$ cat config.mk
export PLATFORM = sky130hd
export DESIGN_NAME = commit_unit
export DESIGN_NICKNAME = d
export VERILOG_FILES = /design/src/rtl/commit_unit.sv
export SDC_FILE = /design/constraint.sdc
export NUM_CORES = 1
export LEC_CHECK = 0
export ABC_AREA = 1
export BUFFER_PORTS_ARGS = -buffer_cell sky130_fd_sc_hd__buf_2
export CAP_MARGIN = 30
export CELL_PAD_IN_SITES_DETAIL_PLACEMENT = 1
export CELL_PAD_IN_SITES_GLOBAL_PLACEMENT = 2
export CORE_MARGIN = 3
export CORE_UTILIZATION = 26
export DETAILED_ROUTE_END_ITERATION = 10
export PLACE_DENSITY_LB_ADDON = 0.1
export SLEW_MARGIN = 30
export SYNTH_ARGS = -nofsm -noshare
export SYNTH_HDL_FRONTEND = slang
export SYNTH_SLANG_ARGS = --single-unit
$ cat constraint.sdc
create_clock -name clk -period 7.97 [get_ports clk]
set_input_delay 0.797 -clock clk [delete_from_list [all_inputs] [get_ports clk]]
set_output_delay 0.797 -clock clk [all_outputs]
set_load 0.02 [all_outputs]
$ cat src/rtl/commit_unit.sv
// commit_unit: in-order retirement of up to W active-list entries per cycle.
// Owns the commit pointers, the retired count and the D-cache store handshake.
module commit_unit #(
  parameter int ACTIVE_LIST_SIZE   = 32,
  parameter int COMMIT_WINDOW_SIZE = 4,
  parameter int LOAD_STORE_SIZE    = 16,
  parameter int BRANCH_NUM         = 8,
  localparam int AW = $clog2(ACTIVE_LIST_SIZE),
  localparam int IW = $clog2(COMMIT_WINDOW_SIZE),
  localparam int LW = $clog2(LOAD_STORE_SIZE),
  localparam int BW = $clog2(BRANCH_NUM),
  localparam int W  = COMMIT_WINDOW_SIZE,
  localparam int AL = ACTIVE_LIST_SIZE
) (
  input  logic          clk,
  input  logic          rst,
  input  logic [AL-1:0] entry_available_bit,
  input  logic [AL-1:0] ready_to_commit,
  input  logic [AL-1:0] is_load,
  input  logic [AL-1:0] is_store,
  input  logic [AL-1:0] is_branch,
  input  logic          branch_miss,
  input  logic          store_ack,
  output logic          commit_valid,
  output logic [IW-1:0] last_valid_commit_idx,
  output logic [W-1:0]  load_valid,
  output logic [W-1:0]  store_valid,
  output logic [W-1:0]  branch_valid,
  output logic [AW-1:0] oldest_inst_pointer,
  output logic [LW-1:0] load_commit_pointer,
  output logic [LW-1:0] store_commit_pointer,
  output logic [BW-1:0] branch_read_pointer,
  output logic          store_req,
  output logic [LW-1:0] store_req_index,
  output logic [31:0]   committed_count
);

  localparam int CW = IW + 1;

  typedef enum logic {
    ST_RUN   = 1'b0,
    ST_FLUSH = 1'b1
  } state_t;

  state_t        r_state;
  state_t        w_state_nxt;
  logic [AW-1:0] r_oldest;
  logic [LW-1:0] r_ld_ptr;
  logic [LW-1:0] r_st_ptr;
  logic [BW-1:0] r_br_ptr;
  logic          r_store_req;
  logic [LW-1:0] r_store_idx;
  logic [31:0]   r_count;

  logic          w_enable;
  logic [W-1:0]  w_retire;
  logic [W-1:0]  w_ld;
  logic [W-1:0]  w_st;
  logic [W-1:0]  w_br;
  logic [CW-1:0] w_n;
  logic [CW-1:0] w_nld;
  logic [CW-1:0] w_nst;
  logic [CW-1:0] w_nbr;

  // Next-state: a miss always lands in FLUSH; FLUSH lasts one quiet cycle.
  always_comb begin
    w_state_nxt = r_state;
    unique case (r_state)
      ST_RUN:   if (branch_miss) w_state_nxt = ST_FLUSH;
      ST_FLUSH: w_state_nxt = branch_miss ? ST_FLUSH : ST_RUN;
      default:  w_state_nxt = ST_RUN;
    endcase
  end

  assign w_enable = !rst && (r_state == ST_RUN) && !branch_miss;

  // Window scan: longest ready prefix, at most one store and only when idle.
  always_comb begin : p_window
    logic          v_alive;
    logic          v_st_seen;
    logic          v_ok;
    logic [AW-1:0] v_idx;
    w_retire  = '0;
    w_ld      = '0;
    w_st      = '0;
    w_br      = '0;
    v_alive   = w_enable;
    v_st_seen = 1'b0;
    for (int k = 0; k < W; k++) begin
      v_idx = r_oldest + AW'(k);
      v_ok  = !entry_available_bit[v_idx] && ready_to_commit[v_idx];
      if (is_store[v_idx] && (r_store_req || v_st_seen))
        v_ok = 1'b0;
      v_alive     = v_alive && v_ok;
      w_retire[k] = v_alive;
      w_ld[k]     = v_alive && is_load[v_idx];
      w_st[k]     = v_alive && is_store[v_idx];
      w_br[k]     = v_alive && is_branch[v_idx];
      if (w_st[k])
        v_st_seen = 1'b1;
    end
  end

  // Population counts of the retiring slots per class.
  always_comb begin
    w_n   = '0;
    w_nld = '0;
    w_nst = '0;
    w_nbr = '0;
    for (int k = 0; k < W; k++) begin
      w_n   = w_n   + CW'(w_retire[k]);
      w_nld = w_nld + CW'(w_ld[k]);
      w_nst = w_nst + CW'(w_st[k]);
      w_nbr = w_nbr + CW'(w_br[k]);
    end
  end

  // State register and commit pointers.
  always_ff @(posedge clk) begin
    if (rst) begin
      r_state  <= ST_RUN;
      r_oldest <= '0;
      r_ld_ptr <= '0;
      r_st_ptr <= '0;
      r_br_ptr <= '0;
      r_count  <= '0;
    end else begin
      r_state  <= w_state_nxt;
      r_oldest <= r_oldest + AW'(w_n);
      r_ld_ptr <= r_ld_ptr + LW'(w_nld);
      r_st_ptr <= r_st_ptr + LW'(w_nst);
      r_br_ptr <= r_br_ptr + BW'(w_nbr);
      r_count  <= r_count + 32'(w_n);
    end
  end

  // D-cache store handshake; survives flushes since the store is committed.
  always_ff @(posedge clk) begin
    if (rst) begin
      r_store_req <= 1'b0;
      r_store_idx <= '0;
    end else if (|w_st) begin
      r_store_req <= 1'b1;
      r_store_idx <= r_st_ptr;
    end else if (r_store_req && store_ack) begin
      r_store_req <= 1'b0;
    end
  end

  assign commit_valid          = |w_retire;
  assign last_valid_commit_idx = commit_valid ? IW'(w_n - CW'(1)) : '0;
  assign load_valid            = w_ld;
  assign store_valid           = w_st;
  assign branch_valid          = w_br;
  assign oldest_inst_pointer   = r_oldest;
  assign load_commit_pointer   = r_ld_ptr;
  assign store_commit_pointer  = r_st_ptr;
  assign branch_read_pointer   = r_br_ptr;
  assign store_req             = r_store_req;
  assign store_req_index       = r_store_idx;
  assign committed_count       = r_count;

endmodule
==> results.cfg <==
[floorplanning]
die_h_um = 176
core_um2 = 28200
io_pins = 232
start_util = 0.268
die_area_um2 = 31100
die_w_um = 176
rows = 61

[layout]
fin_nets = 1711
area_growth_pct = 21.2
drive_gt1_frac = 0.204
n_antenna_cell = 0

[routing]
drt_iter0_drc = 460
vias = 9597
wire_per_inst_um = 19.0
drc = 0
antenna_left = 0
via_per_inst = 5.05
first_pass_iters = 5
routed_wirelength_um = 36100

[grt]
antenna_found_initial = 1
overflow = 0
met3_usage = 0.0316
grt_usage = 0.227
grt.busiest_layer = met2
grt_max_degree = 126
grt_pass1_vias = 9616
grt_first_pass_wirelength_um = 55700
grt_util_met1 = 0.324
met2_usage = 0.370

[worst_setup_path]
cp_slowest_cell = dfxtp_2
path_class = reg2reg
slowest_delay_ps = 620
worst_setup_path_end_kind = flip-flop
required_ps = 8190
worstPathMaxFanout = 63
arrival_ps = 7190
cpMostUsedCell = nand2_1
worstSetupStartpointType = flip-flop

[clock_tree]
holdBufCountCts = 0
clock-root-buffer = clkbuf_16
cts_resized = 0
clk_pin_slew_worst_paths_ps = 80
numCtsBuffers = 5
clk_path_buf_depth = 2
htree_levels = 2
cts_setup_buffers = 0
clock_latency_ps = 300
tritoncts_num_sinks = 54
cts_tree = yes

[pwr]
peakVddDrop_uv = 74.1
p_seq_frac = 0.322
clkPwrFrac = 0.257
p_int_uw = 512
power_uw = 861
total_leakage_power_uw = 0.00445
switching_share = 0.406
combPwrFrac = 0.421
power.density_nw_per_um2 = 94.2
power_switching_uw = 349

[sta]
tightest_slew_ps = 796
fin_crit_ps = 6960
fin_skew_ps = 6.98
fin_setup_tns_ps = 0
setup_viol = 0
fin_crit_sh = 0.874
hold_viol_final = 0
fmax_ghz = 0.144
maxSlewHeadroom = 0.469
finalMaxSlewViolations = 0
grt_setup_unrepaired = false

[synthesis]
avgSynthCellArea_um2 = 5.64
synth_area_leaders = nand2_1 19%, dfxtp_1 14%, o21ai_0 9.2%
async_reset_ff_frac = 0
synth_cells = 1337
syn_nets = 1527
yosys-top-cells-count = 389 x nand2_1, 145 x inv_1, 138 x o21ai_0
synth_seq_cells = 54
synth_most_common_cell = nand2_1
ys_dominant_reg_cell = dfxtp_1
yosysWarnings = 0
yosysTopAreaCell = nand2_1
yosysTopAreaCellShare = 0.194
syn-cell-area_um2 = 7540
yosysSeqAreaShare = 0.143
ys_types = 58
synth-edff-count = 0

[hold_path]
worstHoldPathType = reg2reg

[placement]
numPortBuffers = 231
hpwlAfterDp_um = 28700
place.gp.congestion = 0.855

[flow_run]
max_cap_violations = 0

[status]
status = finished, final reports clean
==> cell families (layout without fill, tap and decap cells) <==
group                      count (synthesis)  after routing  share of synthesized area
AOI/OAI and AO/OA                        350            350                      0.269
xor gates and xnor gates                  12             12                     0.0164
adders and majority gates                 26             26                     0.0541
muxes                                      5              5                    0.00664
DFF                                       54             54                      0.143
and+or+nand+nor                          647            647                      0.372
buffers and inverters                    243            427                      0.138
==> area by class of cell <==
cell class,count,area [um2]
clock buffers,5,125
clock inverters,2,13.8
fillers,3855,19000
inverters,158,597
multi-input cells,1040,5420
flip-flops and latches,54,1090
well taps,378,473
repair buffers,262,1430
==> routing by layer <==
layer | up-vias | wire [um]
met3 | 22 | 1890
li1 | 4809 | -
met5 | - | 7
met2 | 235 | 16200
met1 | 4529 | 17500
met4 | 2 | 401
==> critical path, delay by kind of cell, from the launching register on <==
kind / cells / cell delay [ps]
simple gates: 27 / 3150
buf+inv: 10 / 1260
flops: 1 / 620
compound gates: 4 / 540
fa+ha+maj: 5 / 1280
==> path summary, 6_finish.rpt <==
check                    startpoint             endpoint  slack (ps)  cells past startpoint
max          oldest_inst_pointer[1]  committed_count[28]        1010                     46
min              committed_count[8]   committed_count[8]         490                      2
max reg2reg  oldest_inst_pointer[1]  committed_count[28]        1010                     46
min reg2reg      committed_count[8]   committed_count[8]         490                      2
==> flip-flops by register name, summed over array words and instances, names as in the netlist <==
name and cells:
store_req 1, branch_read_pointer 3, r_state 1, store_commit_pointer 4, store_req_index 4, load_commit_pointer 4, oldest_inst_pointer 5, committed_count 32
==> stage by stage <==
step	hold WS [ps]	cell area, um2	cells	setup slack [ps]	utilization
final	490	9140	1899	1010	0.325
after CTS	496	9140	1899	944	0.325
after global placement	464	9000	1892	1250	0.320
after detailed placement	482	9000	1892	975	0.320
after global routing	536	9140	1899	150	0.325
after floorplan	549	7540	1337	882	-
==> power by group through the flow <==
stage               Clock (uW)  Combinational (uW)  Sequential [uW]
global route               242                 408              278
CTS                        233                 363              277
floorplan                    0                 221              284
detailed placement           0                 361              284
global placement             0                 360              283
finish                     221                 362              277
==> cell usage in the layout, fill, tap and decap left out, types with 3 or more instances in the layout <==
cell,n
nand3_1,126
nand2_1,389
buf_4,28
o211ai_1,40
clkbuf_16,5
inv_1,145
nor2_2,9
a31oi_1,4
xnor2_1,3
a311oi_1,4
o21a_1,9
nand4_1,9
a211oi_1,6
o21ai_1,30
mux2i_1,5
o21ai_0,138
nor3_1,12
xor2_1,8
ha_1,14
nor2_1,75
dfxtp_1,52
a32o_1,6
a21oi_1,87
buf_12,3
inv_2,8
clkinv_1,3
fa_1,11
buf_2,231
a221oi_1,13
(Power assumes the default switching activity.)
